## config.mk

```make
export PLATFORM = sky130hd
export DESIGN_NAME = csr_arbiter
export DESIGN_NICKNAME = d
export VERILOG_FILES = /design/src/rtl/csr_arbiter.sv
export SDC_FILE = /design/constraint.sdc
export NUM_CORES = 1
export LEC_CHECK = 0
export CORE_MARGIN = 3
export CORE_UTILIZATION = 35
export CTS_CLUSTER_DIAMETER = 200
export DETAILED_ROUTE_END_ITERATION = 10
export PLACE_DENSITY = 0.7
export SETUP_SLACK_MARGIN = 0.5
export SLEW_MARGIN = 20
export SYNTH_ARGS = -nofsm -noshare
export SYNTH_HDL_FRONTEND = slang
export SYNTH_SLANG_ARGS = --single-unit
```

## constraint.sdc

```tcl
create_clock -name sys_clk -period 2.3 [get_ports sys_clk]
set_input_delay 0.345 -clock sys_clk [delete_from_list [all_inputs] [get_ports sys_clk]]
set_output_delay 0.345 -clock sys_clk [all_outputs]
set_load 0.02 [all_outputs]
```

## src/rtl/csr_arbiter.sv

```systemverilog
// Two-master round-robin arbiter for the shared CSR bus.
// Each access runs IDLE -> ISSUE -> WAIT (read_wait cycles) -> ACK; all outputs are registered.
module csr_arbiter #(
    parameter int unsigned read_wait = 1  // legal range 1..15
) (
    input  logic        sys_clk,
    input  logic        sys_rst,
    input  logic        m0_stb,
    input  logic [13:0] m0_a,
    input  logic        m0_we,
    input  logic [31:0] m0_di,
    output logic [31:0] m0_do,
    output logic        m0_ack,
    input  logic        m1_stb,
    input  logic [13:0] m1_a,
    input  logic        m1_we,
    input  logic [31:0] m1_di,
    output logic [31:0] m1_do,
    output logic        m1_ack,
    output logic [13:0] csr_a,
    output logic        csr_we,
    output logic [31:0] csr_di,
    input  logic [31:0] csr_do,
    output logic [1:0]  dbg_state_o
);

    typedef enum logic [1:0] {
        S_IDLE  = 2'd0,
        S_ISSUE = 2'd1,
        S_WAIT  = 2'd2,
        S_ACK   = 2'd3
    } state_t;

    localparam logic [3:0] CNT_LOAD = 4'(read_wait - 1);

    state_t      state_q, state_d;
    logic [3:0]  cnt_q, cnt_d;
    logic        last_q, last_d;
    logic        gnt_q, gnt_d;
    logic [13:0] csr_a_q, csr_a_d;
    logic        csr_we_q, csr_we_d;
    logic [31:0] csr_di_q, csr_di_d;
    logic [31:0] m0_do_q, m0_do_d, m1_do_q, m1_do_d;
    logic        m0_ack_q, m0_ack_d, m1_ack_q, m1_ack_d;
    logic        pick;

    // 1 selects master 1; on a tie the master not granted last time wins.
    assign pick = (m0_stb && m1_stb) ? ~last_q : m1_stb;

    always_comb begin
        state_d  = state_q;
        cnt_d    = cnt_q;
        last_d   = last_q;
        gnt_d    = gnt_q;
        csr_a_d  = csr_a_q;
        csr_we_d = 1'b0;
        csr_di_d = csr_di_q;
        m0_do_d  = m0_do_q;
        m1_do_d  = m1_do_q;
        m0_ack_d = 1'b0;
        m1_ack_d = 1'b0;
        case (state_q)
            S_IDLE: begin
                if (m0_stb || m1_stb) begin
                    gnt_d    = pick;
                    last_d   = pick;
                    csr_a_d  = pick ? m1_a  : m0_a;
                    csr_di_d = pick ? m1_di : m0_di;
                    csr_we_d = pick ? m1_we : m0_we;
                    state_d  = S_ISSUE;
                end
            end
            S_ISSUE: begin
                cnt_d   = CNT_LOAD;
                state_d = S_WAIT;
            end
            S_WAIT: begin
                if (cnt_q == 4'd0) begin
                    if (gnt_q) begin
                        m1_do_d  = csr_do;
                        m1_ack_d = 1'b1;
                    end else begin
                        m0_do_d  = csr_do;
                        m0_ack_d = 1'b1;
                    end
                    state_d = S_ACK;
                end else begin
                    cnt_d = cnt_q - 4'd1;
                end
            end
            S_ACK: begin
                state_d = S_IDLE;
            end
            default: begin
                state_d = S_IDLE;
            end
        endcase
    end

    always_ff @(posedge sys_clk) begin
        if (sys_rst) begin
            state_q  <= S_IDLE;
            cnt_q    <= 4'd0;
            last_q   <= 1'b1;
            gnt_q    <= 1'b0;
            csr_a_q  <= 14'd0;
            csr_we_q <= 1'b0;
            csr_di_q <= 32'd0;
            m0_do_q  <= 32'd0;
            m1_do_q  <= 32'd0;
            m0_ack_q <= 1'b0;
            m1_ack_q <= 1'b0;
        end else begin
            state_q  <= state_d;
            cnt_q    <= cnt_d;
            last_q   <= last_d;
            gnt_q    <= gnt_d;
            csr_a_q  <= csr_a_d;
            csr_we_q <= csr_we_d;
            csr_di_q <= csr_di_d;
            m0_do_q  <= m0_do_d;
            m1_do_q  <= m1_do_d;
            m0_ack_q <= m0_ack_d;
            m1_ack_q <= m1_ack_d;
        end
    end

    assign csr_a       = csr_a_q;
    assign csr_we      = csr_we_q;
    assign csr_di      = csr_di_q;
    assign m0_do       = m0_do_q;
    assign m0_ack      = m0_ack_q;
    assign m1_do       = m1_do_q;
    assign m1_ack      = m1_ack_q;
    assign dbg_state_o = state_q;

endmodule

```

==> metrics.csv, run 1 <==
metric,value,unit
CP endpoint,csr_di[8],
layout overhead on the synthesized area,64.7,%
Final period util,75.5,%
Tightest Hold Check Type,flop to flop,
Final Max Tran Viols,0,
Slew HR,64.3,%
worst-margin pin slew,536,ps
Cell Int Power,6.22,mW
"flops & latches, synth",121,
Mapped Area,0.00519,mm2
"most common cell after layout, fill and taps aside",clkdlybuf4s50_1,
Sink Count,121,
Post-route DRC,0,
Detailed Routing Iterations Pass 1,4,
fillers,1211,
DR vias/cell,4.79,
cts hold-fix bufs,0,
RSZ-0062 raised after global routing,false,
# IOs,245,
Max Freq,576,MHz
root buffer cell,clkbuf_16,
core area,0.0142,mm2
"delay-heaviest family, CP",buffers and inverters,
CP max FO,2,
WL final,15600,um
sw frac,31.6,%
Worst R2R End,m0_ack,
CP bufs+invs,1,
Routed WL per cell,16.7,um
Synth Net Count,642,
GRT Util Overall,18.8,%
Worst Hold Launch,m0_do[16],
Crit. End Element,output port,
"Warnings, synthesis",0,
critical path class,flop to output port,
estimated wirelength of the detail-placed design,11100,um
Worst-path clk slew,50,ps
initial core utilization,36.5,%
cell row count,43,
PnR Total Power,9.09,mW
area of the multi-input gates,0.00257,mm2
Die ar.,0.0163,mm2
Mapped Cells,507,
Final setup viols,0,
Clk network pwr share,31.2,%
count of cell types in the netlist,32,
CTS Buf Count,17,
MaxCap Viol Count,0,
most frequent cells in the layout,"clkdlybuf4s50_1 (240), dfxtp_1 (120), mux2i_1 (112)",
worst path cell trace,clkdlybuf4s50_1,
Critical Path Slowest Stage Cell,clkdlybuf4s50_1,
port bufs,244,
top cell type's share of synthesized area,46.7,%
CTS tree,built,
Worst EP required,1960,ps
RD Place Congestion,0.784,
outcome,completed,
die extent in y,128,um
final core utilization,60.2,%
FF+latch area,0.00242,mm2
CP startpoint,csr_di[8],
"Hold Vio Cnt, Final",0,
Fin Clk Skew,6.95,ps
initial antenna violation count,1,
Congestion Overflow GR,0,
layout cells sized above 1,6.90,%
setup TNS,0,ps
top cell type by total area after synthesis,dfxtp_1,
Reg2Reg Depth,7,
Starting DRT DRC Count,167,
post-synthesis sequential area ratio,46.7,%
Area contributors post-synth,"dfxtp_1 (47%), mux2i_1 (22%), nand2b_1 (12%), a211oi_1 (6.9%), nor2_1 (3.7%)",
"Avg Cell Area, Syn",10.2,um2
ant diodes,0,
via count,4472,
CTS Buffer Depth,2,
first-pass GRT wire length,24200,um
Nets,877,
Crit. path cell count,1,
Worst-Skew Late Latency,400,ps
CP arrival,1390,ps
CP peak stage delay,660,ps
worst ir drop on vdd,642,uV
Seq pwr share,31.0,%
post-route antenna net violation count,0,
largest net degree at the start of global routing,156,
vias in the first global route,4662,
power share of the combinational group,37.8,%
switching power,2.87,mW
Period minus WS final,1740,ps
Die W,128,um
Power per Cell Area,1060,mW/mm2
leakage power,3.38,nW
crit path launch type,flop,
H-Tree Depth,4,
Reg2Reg Launch Point,cnt_q[0],
reg2reg setup slack,600,ps
==> final cells by class <==
class	instances	area share, %
clock inverter	7	1.61
multi-input combinational	342	30.1
tap	180	2.64
sequential	121	28.4
clock buffer	24	5.87
inverter	4	0.176
timing repair buffer	256	31.3
==> logic make-up (layout without fill, tap and decap cells) <==
kind of cell	Yosys count	after routing	synth area share, %
fa+ha+maj	5	5	1.21
buf+inv	44	291	4.51
compound gates	62	62	8.70
mux	112	112	21.6
flops	121	121	46.7
simple gates	163	163	17.3
==> how the worst min path moves through the flow <==
stage / end / slack (ps) / cells after the start
after global routing: m0_do[23] / 500 / 2
after detailed placement: m0_do[8] / 460 / 2
final: m0_do[16] / 470 / 2
after floorplan: cnt_q[1] / 480 / 2
after CTS: m0_do[0] / 480 / 2
after global placement: m0_do[14] / 460 / 2
==> power by group through the flow <==
stage / sequential, mW / clock [mW] / combinational, mW
after global placement: 2.83 / 0 / 3.25
after global routing: 2.87 / 2.99 / 3.68
after detailed placement: 2.85 / 0 / 3.31
final: 2.82 / 2.84 / 3.44
after floorplan: 3.37 / 0 / 1.27
after CTS: 2.82 / 2.90 / 3.39
==> layer usage <==
metal  part of all wire, %  wire length, um  vias to the layer above  global-route usage [%]
met3                   7.8             1210                       17                    7.50
met2                    51             7990                      159                    33.8
li1                      -                -                     2224                       -
met5                 0.083               13                        -                       0
met1                    40             6200                     2070                    20.3
met4                   1.3              208                        2                    5.49
==> cell usage after synthesis <==
master / n
a22oi_1: 1
o21a_1: 1
ha_1: 5
nor2_1: 51
nor3b_1: 1
buf_2: 7
a21boi_2: 1
nand3_1: 1
a31oi_1: 1
nand2_1: 1
dfxtp_1: 121
a21oi_1: 4
a211oi_1: 48
o31ai_1: 1
and4bb_1: 1
nor2b_1: 3
nand3b_1: 1
inv_1: 4
nand2b_1: 98
or2_2: 1
or3b_2: 1
buf_8: 2
nand4b_1: 1
clkbuf_1: 19
o31a_1: 1
a21o_1: 1
buf_6: 1
buf_4: 8
nor3_1: 3
mux2i_1: 112
buf_1: 3
o21ai_0: 3
==> metrics by stage <==
step                area, um2  std cells  setup slack, ps  hold WS (ps)
floorplan                5190        507              560           476
global placement         7810        900              350           458
detailed placement       7810        900              314           460
CTS                      8490        932              483           477
global route             8550        934              506           495
finish                   8550        934              563           473
==> state kept, by name, indices dropped and copies added (netlist names), 2 cells and up <==
| register | flops |
|---|---|
| csr_di | 32 |
| m0_do | 32 |
| m1_do | 32 |
| csr_a | 14 |
| cnt_q | 4 |
| dbg_state_o | 2 |
==> timing repair <==
action,4_1_cts,5_1_grt
resized for setup,5,4
endpoints found under the hold margin,0,0
endpoints found under the setup margin,34,75
gates cloned,1,1
setup buffers,0,1
Note: power is estimated with default switching activity, not from simulation.
==> run 2, diff against run 1 <==
==> constraint.sdc (replaced) <==
create_clock -name sys_clk -period 1.81 [get_ports sys_clk]
set_input_delay 0.2715 -clock sys_clk [delete_from_list [all_inputs] [get_ports sys_clk]]
set_output_delay 0.2715 -clock sys_clk [all_outputs]
set_load 0.02 [all_outputs]
==> metrics.csv, run 2 (same netlist as run 1, synthesis figures left out) <==
metric,value,unit,change
Place WS,-16.1,ps,-330 ps
vias in the first global route,4851,,+4.1%
worst path cell trace,inv_2 -> ha_4 -> and4bb_2 -> nor2b_4 -> buf_12 -> buf_12 -> buf_16 -> mux2i_1,,
"Hold Vio Cnt, Final",0,,unchanged
met2 global-route usage,35.7,%,+1.9 points
via count,4816,,+7.7%
post-route antenna net violation count,0,,unchanged
Final period util,88.2,%,
crit path launch type,flop,,
port bufs,244,,unchanged
Final Max Tran Viols,0,,unchanged
DR vias/cell,4.85,,+1.4%
met1 global-route usage,21.1,%,+0.76 points
initial antenna violation count,0,,-1
outcome,completed,,
Critical Path Slowest Stage Cell,dfxtp_2,,
MaxCap Viol Count,0,,unchanged
Power per Cell Area,1420,mW/mm2,+33%
Starting DRT DRC Count,194,,+16%
Seq pwr share,28.1,%,-2.9 points
CTS Buffer Depth,2,,unchanged
core area,0.0142,mm2,unchanged
minimum hold slack,288,ps,-185 ps
CP max FO,6,,+4
Most Crowded Layer GR,met2,,
final non-filler cell area,0.00913,mm2,+6.8%
CTS tree,built,,
sw frac,34.1,%,+2.5 points
Critical Path Most Common Cell,buf_12,,
ant diodes,0,,unchanged
Sink Count,121,,unchanged
Final setup viols,0,,unchanged
GR Layer Usage met3,5.83,%,-1.7 points
# IOs,245,,unchanged
layout overhead on the synthesized area,75.8,%,
initial core utilization,36.5,%,unchanged
power share of the combinational group,43.8,%,+6.0 points
RSZ-0062 raised after global routing,true,,
Die ar.,0.0163,mm2,unchanged
root buffer cell,clkbuf_16,,
GRT Util Overall,19.9,%,+1.1 points
CP peak stage delay,320,ps,-340 ps
PnR Total Power,12.9,mW,+42%
worst-margin pin slew,435,ps,-101 ps
Worst-Skew Late Latency,410,ps,about the same
layout cells sized above 1,35.5,%,+29 points
Fin Clk Skew,8.37,ps,+1.42 ps
Routed WL per cell,17.9,um,+6.9%
Worst-path clk slew,60,ps,about the same
"Worst Setup Slack, final",214,ps,-349 ps
switching power,4.41,mW,+54%
CP arrival,1930,ps,+540 ps
worst ir drop on vdd,834,uV,+30%
Clk network pwr share,28.1,%,-3.1 points
Slew HR,71.0,%,+6.8 points
Congestion Overflow GR,0,,unchanged
Tightest Hold Check Type,primary input to flop,,
first-pass GRT wire length,25300,um,+4.6%
dpl cell area,0.00790,mm2,+1.2%
fillers,1145,,-5.5%
Worst EP required,2150,ps,+190 ps
H-Tree Depth,4,,unchanged
critical path class,flop to flop,,
RD Place Congestion,0.787,,+0.42%
Detailed Routing Iterations Pass 1,5,,+1
Cell Int Power,8.54,mW,+37%
cell row count,43,,unchanged
estimated wirelength of the detail-placed design,11500,um,+3.3%
setup TNS,0,ps,unchanged
final core utilization,64.3,%,+4.1 points
Post-route DRC,0,,unchanged
"most common cell after layout, fill and taps aside",clkdlybuf4s50_1,,
Non-Filler Instances,992,,+6.2%
CTS Buf Count,17,,unchanged
Nets,934,,+6.5%
leakage power,3.97,nW,+17%
WL final,17700,um,+14%
Die W,128,um,unchanged
Crit. End Element,flop,,
die extent in y,128,um,unchanged
most frequent cells in the layout,"clkdlybuf4s50_1 (126), dfxtp_1 (116), mux2i_1 (104), buf_2 (104), nand2b_1 (98)",,
largest net degree at the start of global routing,52,,-67%
Max Freq,627,MHz,
Period minus WS final,1600,ps,
Cells after DPL,910,,+1.1%
-- run 2: routing by layer --
layer / up-vias / routed length (um)
met5: - / 0
met4: 0 / 680
met3: 45 / 938
met2: 151 / 9220
met1: 2273 / 6890
li1: 2347 / -
-- run 2: power by group through the flow --
stage	Sequential [mW]	Combinational (mW)	Clock [mW]
final	3.63	5.68	3.64
after global routing	3.70	6.00	3.84
after CTS	3.60	4.43	3.70
after detailed placement	3.65	4.21	0
after global placement	3.62	4.14	0
after floorplan	4.30	1.74	0
-- run 2: worst max-delay path: cells and delay by family (launching register included) --
| kind | cells | cell delay (ps) |
|---|---|---|
| fa+ha+maj | 1 | 150 |
| buf+inv | 4 | 430 |
| flops | 1 | 320 |
| mux | 1 | 170 |
| simple gates | 2 | 450 |
-- run 2: worst paths after layout --
check / start / endpoint / slack (ps) / cells after the start
setup reg to reg: cnt_q[1] / m0_do[30] / 210 / 8
hold / removal: sys_rst / m0_ack / 290 / 2
hold reg to reg: m0_do[4] / m0_do[4] / 470 / 2
setup / recovery: cnt_q[1] / m0_do[30] / 210 / 8
-- run 2: final cells by class --
| class | instances | area, um2 | area share, % |
|---|---|---|---|
| clock buffer | 18 | 429 | 4.70 |
| clock inverter | 14 | 204 | 2.23 |
| inverter | 4 | 20.0 | 0.219 |
| multi-input combinational | 343 | 2890 | 31.7 |
| sequential | 121 | 2430 | 26.7 |
| tap | 180 | 225 | 2.47 |
| timing repair buffer | 312 | 2920 | 32.0 |
-- run 2: timing repair --
item / CTS / global route
cloned: 5 / 11
pin swaps: 3 / 41
setup endpoints to repair: 229 / 193
setup buffers: 12 / 22
gates resized for setup: 404 / 170
hold buffers: 0 / 0
==> run 3, diff against run 2 <==
--- a/config.mk
+++ b/config.mk
@@ -5,9 +5,12 @@
 export SDC_FILE = /design/constraint.sdc
 export NUM_CORES = 1
 export LEC_CHECK = 0
+export ABC_CLOCK_PERIOD_IN_PS = 1810
+export CAP_MARGIN = 10
 export CORE_MARGIN = 3
 export CORE_UTILIZATION = 35
 export CTS_CLUSTER_DIAMETER = 200
+export CTS_CLUSTER_SIZE = 12
 export DETAILED_ROUTE_END_ITERATION = 10
 export PLACE_DENSITY = 0.7
 export SETUP_SLACK_MARGIN = 0.5
==> results of run 3 <==
Final layout, timing and power as in run 2 (identical DEF).
